## src/rtl/hyperbus_trx_arbiter.sv

```systemverilog
`default_nettype none
// ============================================================================
// Module   : hyperbus_trx_arbiter
// Brief    : Round-robin arbiter sharing the HyperBus PHY transaction port.
// Revision : 1.0
// ============================================================================
module hyperbus_trx_arbiter #(
    parameter int NUM_REQ       = 2,
    parameter int NUM_CHIPS     = 2,
    parameter int ADDR_WIDTH    = 32,
    parameter int LEN_WIDTH     = 16,
    parameter int CHIP_ADDR_LSB = 23,
    parameter int IDX_WIDTH     = (NUM_REQ > 1) ? $clog2(NUM_REQ) : 1
) (
    input  logic                          clk_phy_i,
    input  logic                          rst_phy_ni,
    input  logic [NUM_REQ-1:0]            req_valid_i,
    output logic [NUM_REQ-1:0]            req_ready_o,
    input  logic [NUM_REQ*ADDR_WIDTH-1:0] req_addr_i,
    input  logic [NUM_REQ*LEN_WIDTH-1:0]  req_len_i,
    input  logic [NUM_REQ-1:0]            req_write_i,
    output logic                          trans_valid_o,
    input  logic                          trans_ready_i,
    output logic [ADDR_WIDTH-1:0]         trans_addr_o,
    output logic [LEN_WIDTH-1:0]          trans_len_o,
    output logic                          trans_write_o,
    output logic [NUM_CHIPS-1:0]          trans_cs_o,
    output logic [IDX_WIDTH-1:0]          trans_src_o,
    input  logic                          trans_done_i,
    output logic [NUM_REQ-1:0]            done_o,
    output logic [NUM_REQ-1:0]            err_o,
    output logic                          busy_o
);

    localparam logic [1:0] c_st_idle  = 2'd0;
    localparam logic [1:0] c_st_issue = 2'd1;
    localparam logic [1:0] c_st_wait  = 2'd2;
    localparam logic [1:0] c_st_error = 2'd3;

    localparam logic [ADDR_WIDTH-1:0] c_addr_mask =
        ADDR_WIDTH'((64'd1 << CHIP_ADDR_LSB) - 64'd1);

    logic [1:0]            r_state;
    logic [1:0]            w_state_nxt;
    logic [IDX_WIDTH-1:0]  r_rr;
    logic [IDX_WIDTH-1:0]  w_rr_nxt;
    logic [IDX_WIDTH-1:0]  w_winner;
    logic                  w_found;
    logic                  w_grant;
    logic [ADDR_WIDTH-1:0] w_addr;
    logic [ADDR_WIDTH-1:0] w_chip_hi;
    logic                  w_decode_err;
    logic [NUM_CHIPS-1:0]  w_cs;
    logic [NUM_REQ-1:0]    r_done;

    // Search starts at the round-robin pointer and wraps around.
    always_comb begin
        int idx;
        w_found  = 1'b0;
        w_winner = '0;
        idx      = 0;
        for (int k = 0; k < NUM_REQ; k++) begin
            idx = int'(r_rr) + k;
            if (idx >= NUM_REQ) begin
                idx = idx - NUM_REQ;
            end
            if (!w_found && req_valid_i[idx]) begin
                w_found  = 1'b1;
                w_winner = IDX_WIDTH'(idx);
            end
        end
    end

    always_comb begin
        w_rr_nxt = w_winner + 1'b1;
        if (int'(w_winner) + 1 >= NUM_REQ) begin
            w_rr_nxt = '0;
        end
    end

    assign w_grant      = (r_state == c_st_idle) && w_found;
    assign w_addr       = req_addr_i[w_winner*ADDR_WIDTH +: ADDR_WIDTH];
    assign w_chip_hi    = w_addr >> CHIP_ADDR_LSB;
    assign w_decode_err = (w_chip_hi >= ADDR_WIDTH'(NUM_CHIPS));
    // Only meaningful when the decode is in range, which bounds the shift.
    assign w_cs         = NUM_CHIPS'(1) << w_chip_hi;

    always_ff @(posedge clk_phy_i or negedge rst_phy_ni) begin
        if (!rst_phy_ni) begin
            r_state <= c_st_idle;
        end else begin
            r_state <= w_state_nxt;
        end
    end

    always_comb begin
        w_state_nxt = r_state;
        case (r_state)
            c_st_idle: begin
                if (w_found) begin
                    w_state_nxt = w_decode_err ? c_st_error : c_st_issue;
                end
            end
            c_st_issue: begin
                if (trans_ready_i) begin
                    w_state_nxt = c_st_wait;
                end
            end
            c_st_wait: begin
                if (trans_done_i) begin
                    w_state_nxt = c_st_idle;
                end
            end
            default: w_state_nxt = c_st_idle;
        endcase
    end

    always_comb begin
        req_ready_o   = w_grant ? (NUM_REQ'(1) << w_winner) : '0;
        trans_valid_o = (r_state == c_st_issue);
        err_o         = (r_state == c_st_error) ? (NUM_REQ'(1) << trans_src_o) : '0;
        busy_o        = (r_state != c_st_idle);
        done_o        = r_done;
    end

    always_ff @(posedge clk_phy_i or negedge rst_phy_ni) begin
        if (!rst_phy_ni) begin
            r_rr          <= '0;
            trans_addr_o  <= '0;
            trans_len_o   <= '0;
            trans_write_o <= 1'b0;
            trans_cs_o    <= '0;
            trans_src_o   <= '0;
            r_done        <= '0;
        end else begin
            if (w_grant) begin
                r_rr          <= w_rr_nxt;
                trans_addr_o  <= w_addr & c_addr_mask;
                trans_len_o   <= req_len_i[w_winner*LEN_WIDTH +: LEN_WIDTH];
                trans_write_o <= req_write_i[w_winner];
                trans_cs_o    <= w_decode_err ? '0 : w_cs;
                trans_src_o   <= w_winner;
            end
            r_done <= ((r_state == c_st_wait) && trans_done_i) ?
                      (NUM_REQ'(1) << trans_src_o) : '0;
        end
    end

endmodule
`default_nettype wire

```

## config.mk

```make
export PLATFORM = sky130hd
export DESIGN_NAME = hyperbus_trx_arbiter
export DESIGN_NICKNAME = d
export VERILOG_FILES = /design/src/rtl/hyperbus_trx_arbiter.sv
export SDC_FILE = /design/constraint.sdc
export NUM_CORES = 1
export LEC_CHECK = 0
export BUFFER_PORTS_ARGS = -buffer_cell sky130_fd_sc_hd__buf_4
export CORE_ASPECT_RATIO = 0.9
export CORE_MARGIN = 5
export CORE_UTILIZATION = 35
export CTS_BUF_LIST = sky130_fd_sc_hd__clkbuf_8
export CTS_CLUSTER_DIAMETER = 150
export DETAILED_ROUTE_END_ITERATION = 6
export PLACE_DENSITY = 0.72
export SETUP_SLACK_MARGIN = 0.15
export SYNTH_ARGS = -nofsm -noshare
export SYNTH_HDL_FRONTEND = slang
export SYNTH_SLANG_ARGS = --single-unit
```

## constraint.sdc

```tcl
create_clock -name clk_phy_i -period 2.6 [get_ports clk_phy_i]
set_clock_uncertainty 0.2 [all_clocks]
set_input_delay 0.13 -clock clk_phy_i [delete_from_list [all_inputs] [get_ports clk_phy_i]]
set_output_delay 0.13 -clock clk_phy_i [all_outputs]
set_load 0.02 [all_outputs]
```

== Word level (Yosys, flattened, before mapping) ==
Cells that the tools add are included.

* Flip-flop bits (word level): 48
* Input port bits: 104

* Add/subtract/negate cells: 5
* Order comparisons: 7
* Equality and inequality tests: 6
* Shifts and indexed selects: 5
* Mux-type cells: 24
* Reductions and logical operators: 7

{| class="wikitable"
|+ Operators by type and width
! kind !! count
|-
| < comparator 32 x 3 -> 1 bit, second input constant || 2
|-
| 2-to-1 mux 32 bit || 2
|-
| variable part select 64 x 7 -> 32 bit || 1
|-
| variable part select 32 x 6 -> 16 bit || 1
|-
| 2-to-1 mux 2 bit || 8
|-
| 2-to-1 mux 1 bit || 13
|-
| >= comparator 9 x 2 -> 1 bit, second input constant || 1
|-
| << shifter 1 x 9 -> 2 bit, first input constant || 1
|-
| one-hot mux 2 bit (3 select lines) || 1
|-
| adder 1 x 1 -> 2 bit, second input constant || 2
|-
| == test 2 bit, second input constant || 2
|-
| >= comparator 2 bit, second input constant || 2
|-
| inequality test 2 bit, second input constant || 2
|-
| << shifter 1 x 1 -> 2 bit, first input constant || 2
|-
| logical AND 1 bit || 3
|-
| AND reduction 3 bit || 1
|-
| subtractor 1 x 2 -> 3 bit, second input constant || 1
|-
| subtractor 2 x 2 -> 3 bit, second input constant || 1
|-
| == test 2 x 1 -> 1 bit, second input constant || 1
|-
| >= comparator 1 x 2 -> 1 bit, second input constant || 1
|-
| logical NOT 2 bit || 1
|-
| < comparator 1 x 2 -> 1 bit, second input constant || 1
|-
| inequality test 2 x 1 -> 1 bit, second input constant || 1
|-
| nonzero test 2 bit || 1
|-
| 2 further kinds || 2
|}

== Logic depth before layout (Yosys ltp) ==
* Depth in word-level cells: 14
* Depth in mapped cells: 7
* Gate-level depth less buffers: 4

== Least setup slack after synthesis ==
Ideal clock, no wire load.

* Kind: register to register
* Start: reg r_state[1]
* End: reg trans_len_o[10]
* Data arrival time: 1.627 ns
* Path slack: 0.647 ns
* Stages on the path, launching flop included: 8
* Path buffers: 3
* Path through: dfrtp_1 > or2_1 > buf_2 > or2_1 > buf_6 > buf_6 > and2_0 > a221o_1

* Word-level cells in the longest chain between the ends: 2

{| class="wikitable"
|+ Ends and longest elaborated chain
! element !! line !! text
|-
| start, declared || 43 || <nowiki>logic [1:0] r_state;</nowiki>
|-
| start signal, assigned || 90 || <nowiki>r_state <= c_st_idle;</nowiki>
|-
| start signal, assigned || 92 || <nowiki>r_state <= w_state_nxt;</nowiki>
|-
| logical NOT 2 bit || 81 || <nowiki>assign w_grant = (r_state == c_st_idle) && w_found;</nowiki>
|-
| logical AND 1 bit || 81 ||
|-
| end signal, assigned || 139 || <nowiki>trans_len_o <= req_len_i[w_winner*LEN_WIDTH +: LEN_WIDTH];</nowiki>
|-
| end, declared || 25 || <nowiki>output logic [LEN_WIDTH-1:0] trans_len_o,</nowiki>
|}

Every way passes these cells.
A chain may end at the register's enable or synchronous reset.

== Final worst setup path ==
* Start: reg r_state[1]
* End: out req_ready_o[0]

* Word-level cells in the longest chain between the ends: 3

{| class="wikitable"
|+ Ends and longest elaborated chain
! element !! line !! text
|-
| logical NOT 2 bit || 81 ||
|-
| logical AND 1 bit || 81 ||
|-
| 2-to-1 mux 2 bit || 119 || <nowiki>req_ready_o = w_grant ? (NUM_REQ'(1) << w_winner) : '0;</nowiki>
|-
| end, declared || 18 || <nowiki>output logic [NUM_REQ-1:0] req_ready_o,</nowiki>
|}

Every way passes these cells.

==> metrics.yaml <==
grt_overflow_total: 0
finalHoldViolCount: 0
dp_hpwl_mm: 5.03
maxCapViolCount: 0
synthDistinctLibCells: 23
synth_top_family_by_area: "compound AO/OA/AOI/OAI gates"
ir_drop_mv: 0.492
start_util: 0.363
place_area_mm2: 0.00339
end_kind: "output port"
postRouteAntennaNets: 0
synth_seq_cells: 48
cp.arrival_ns: 1.89
r2r_cells: 4
synth-simple-area-share: 0.168
grt_use_total: 0.204
slew_headroom: 0.367
critPathMaxFanout: 19
max_freq_ghz: 0.450
finalSetupViolCount: 0
worstHoldPathCells: 5
finalCritPeriodShare: 0.855
fp.coreArea_mm2: 0.00615
tightest_slew_ns: 0.949
synthTopCellsByArea: "dfrtp_1 54%, a221o_1 18%, and2_0 11%"
drive_gt1_frac: 0.398
synthMuxAreaShare: 0.0146
grt_pass1_vias: 2634
stdcell_area_mm2: 0.00434
regToRegStartpoint: "r_rr$_DFFE_PN0P_"
synth_top_area_cell: "dfrtp_1"
clkLatencyLatePin_ns: 0.29
hold_class: "in -> reg"
drcViolationCount: 0
worstPathRequired_ns: 2.27
r2r_end: "trans_cs_o[0]$_DFFE_PN0P_"
wl_per_cell_um: 16.1
synth_adder_area_share: 0
crit_buf_inv: 2
post-route-min-period_ns: 2.22
io_pins: 164
clockRootBuffer: "clkbuf_8"
startpoint: "r_state[1]$_DFFE_PN0P_"
antenna_found_initial: 0
dr.pass1.iters: 4
critPathLaunchType: "flop"
slowest_delay_ns: 0.42
h-tree-depth: 2
reg2reg_setup_slack_ns: 0.42
cp_cell_sequence: "or2_1 > nor2_1 > and2_1 > buf_4 > buf_4"
grt_max_degree: 49
finalNetCount: 529
syn2layout_area_growth_pct: 94.8
cp-endpoint: "req_ready_o[0]"
p_leak_nw: 2.10
fin_cells: 512
cp_common_cell: "buf_4"
placed_cells_incl_taps: 418
synth_compound_area_frac: 0.199
syn_inst: 189
n_antenna_cell: 0
wirelength_mm: 8.24
status: "finished, final reports clean"
num_rows: 27
cts.clk_slew.worst_paths_ns: 0.09
worst-path-stages: 5
clockBufferDepth: 2
dr_total_vias: 2399
maxSlewViolCount: 0
clock_sinks: 48
gp_congestion: 0.718
yosys.area.top_type_share: 0.539
p_per_area_mw_per_mm2: 927
critical_path_class: "reg -> out"
yosysWarnings: 0
grt_pass1_wl_mm: 13.1
cts_tree: "built"
finalSetupTns_ns: 0
fp.dieH_um: 85.7
syn_area_mm2: 0.00223
cp_slowest_cell: "dfrtp_1"
via_per_inst: 4.69
cts_buffers: 5
die_w_um: 94.1
path_delay_family: "simple AND/OR/NAND/NOR gates"
portBuffers: 154
dieArea_mm2: 0.00807
syn_area_per_cell_um2: 11.8
grt_setup_unrepaired: "false"
drt_iter0_drc: 91
p_total_mw: 4.02
ys_seq_area_frac: 0.539
synth_xor_area_frac: 0
[layout by cell type, fill, tap and decap left out]
cell / netlist / routed
buf_4: 9 / 158
dlygate4sd3_1: 0 / 86
dfrtp_1: 48 / 48
a221o_1: 41 / 41
and2_0: 40 / 40
conb_1: 1 / 9
nand2_1: 6 / 6
nor2_1: 7 / 6
clkbuf_8: 0 / 5
nor4_1: 4 / 4
inv_1: 2 / 3
or2_1: 2 / 2
nor2b_1: 2 / 2
and3_1: 2 / 2
mux2_2: 2 / 2
o31ai_1: 2 / 2
nand2b_1: 1 / 1
o21ai_2: 0 / 1
and2_1: 1 / 1
nor2_4: 0 / 1
mux2i_1: 1 / 1
a21o_1: 1 / 1
o21ai_0: 1 / 1
clkinv_2: 0 / 1
nor2_2: 0 / 1
[logic make-up (layout without fill, tap and decap cells)]
kind of cell,after synthesis,in the layout
and+or+nand+nor,65,66
DFF,48,48
AOI/OAI and AO/OA,46,46
buffers and inverters,26,253
muxes,3,3
other,1,9
[worst min path at each step]
| stage | slack [ns] | to | from |
|---|---|---|---|
| finish | 0.07 | trans_cs_o[0]$_DFFE_PN0P_ | req_addr_i[59] |
| global route | 0.09 | trans_cs_o[1]$_DFFE_PN0P_ | req_addr_i[57] |
| CTS | 0.06 | trans_cs_o[0]$_DFFE_PN0P_ | req_addr_i[59] |
| detailed placement | -0.01 | trans_len_o[12]$_DFFE_PN0P_ | rst_phy_ni |
| global placement | -0.02 | trans_len_o[12]$_DFFE_PN0P_ | rst_phy_ni |
| floorplan | -0.37 | done_o[0]$_DFF_PN0_ | rst_phy_ni |
[layout make-up]
type,instances,area [µm²]
multi-input cells,124,901
inverters,2,7.51
clock buffers,5,68.8
clock inverters,2,8.76
well taps,87,109
flip-flops and latches,48,1200
fillers,452,1810
repair buffers,244,2050
[synthesized netlist by cell type]
| cell type | n |
|---|---|
| a21o_1 | 1 |
| a221o_1 | 41 |
| and2_0 | 40 |
| and2_1 | 1 |
| and3_1 | 2 |
| buf_2 | 5 |
| buf_4 | 9 |
| buf_6 | 5 |
| clkbuf_1 | 5 |
| conb_1 | 1 |
| dfrtp_1 | 48 |
| inv_1 | 2 |
| mux2_2 | 2 |
| mux2i_1 | 1 |
| nand2_1 | 6 |
| nand2b_1 | 1 |
| nor2_1 | 7 |
| nor2b_1 | 2 |
| nor4_1 | 4 |
| o21ai_0 | 1 |
| o21ai_1 | 1 |
| o31ai_1 | 2 |
| or2_1 | 2 |
[per-layer routing]
metal,track usage,vias to the layer above,wire [µm]
met5,0,-,0
met4,0.0446,0,79
met3,0.0526,8,640
met2,0.348,111,4120
met1,0.262,1132,3400
li1,-,1148,-
[registers in the layout (all words and copies together) (netlist names)]
register and count:
r_rr 1, trans_write_o 1, trans_cs_o 2, r_state 2, trans_len_o 16, trans_src_o 1, trans_addr_o 23, done_o 2
[worst reg2reg max path, cell delays in order, from the launching register on]
cell and delay [ns]:
dfrtp_1 0.40, o21ai_2 0.37, mux2_2 0.38, dlygate4sd3_1 0.55, o31ai_1 0.19
[stage by stage]
stage | hold slack (ns) | setup WS (ns) | utilization
global placement | -0.0209 | 0.483 | 0.552
floorplan | -0.366 | 0.647 | -
global route | 0.0919 | 0.238 | 0.706
detailed placement | -0.0124 | 0.454 | 0.552
finish | 0.0706 | 0.378 | 0.706
CTS | 0.0620 | 0.200 | 0.706
[report_power, final]
part	total, mW	internal (mW)	switching [mW]	leakage, nW
registers	1.31	1.10	0.208	0.591
clock network	0.410	0.179	0.230	0.0452
logic	2.31	1.13	1.18	1.46
total	4.02	2.41	1.62	2.10
[repair_timing]
action / 4_1_cts / 5_1_grt
buffers inserted: 0 / 0
endpoints found under the setup margin: 1 / 1
hold endpoints to repair: 94 / 0
hold buffers: 86 / 0
cloned: 1 / 0
pin swaps: 1 / 0
gates resized for setup: 0 / 1
(Power assumes the default switching activity.)
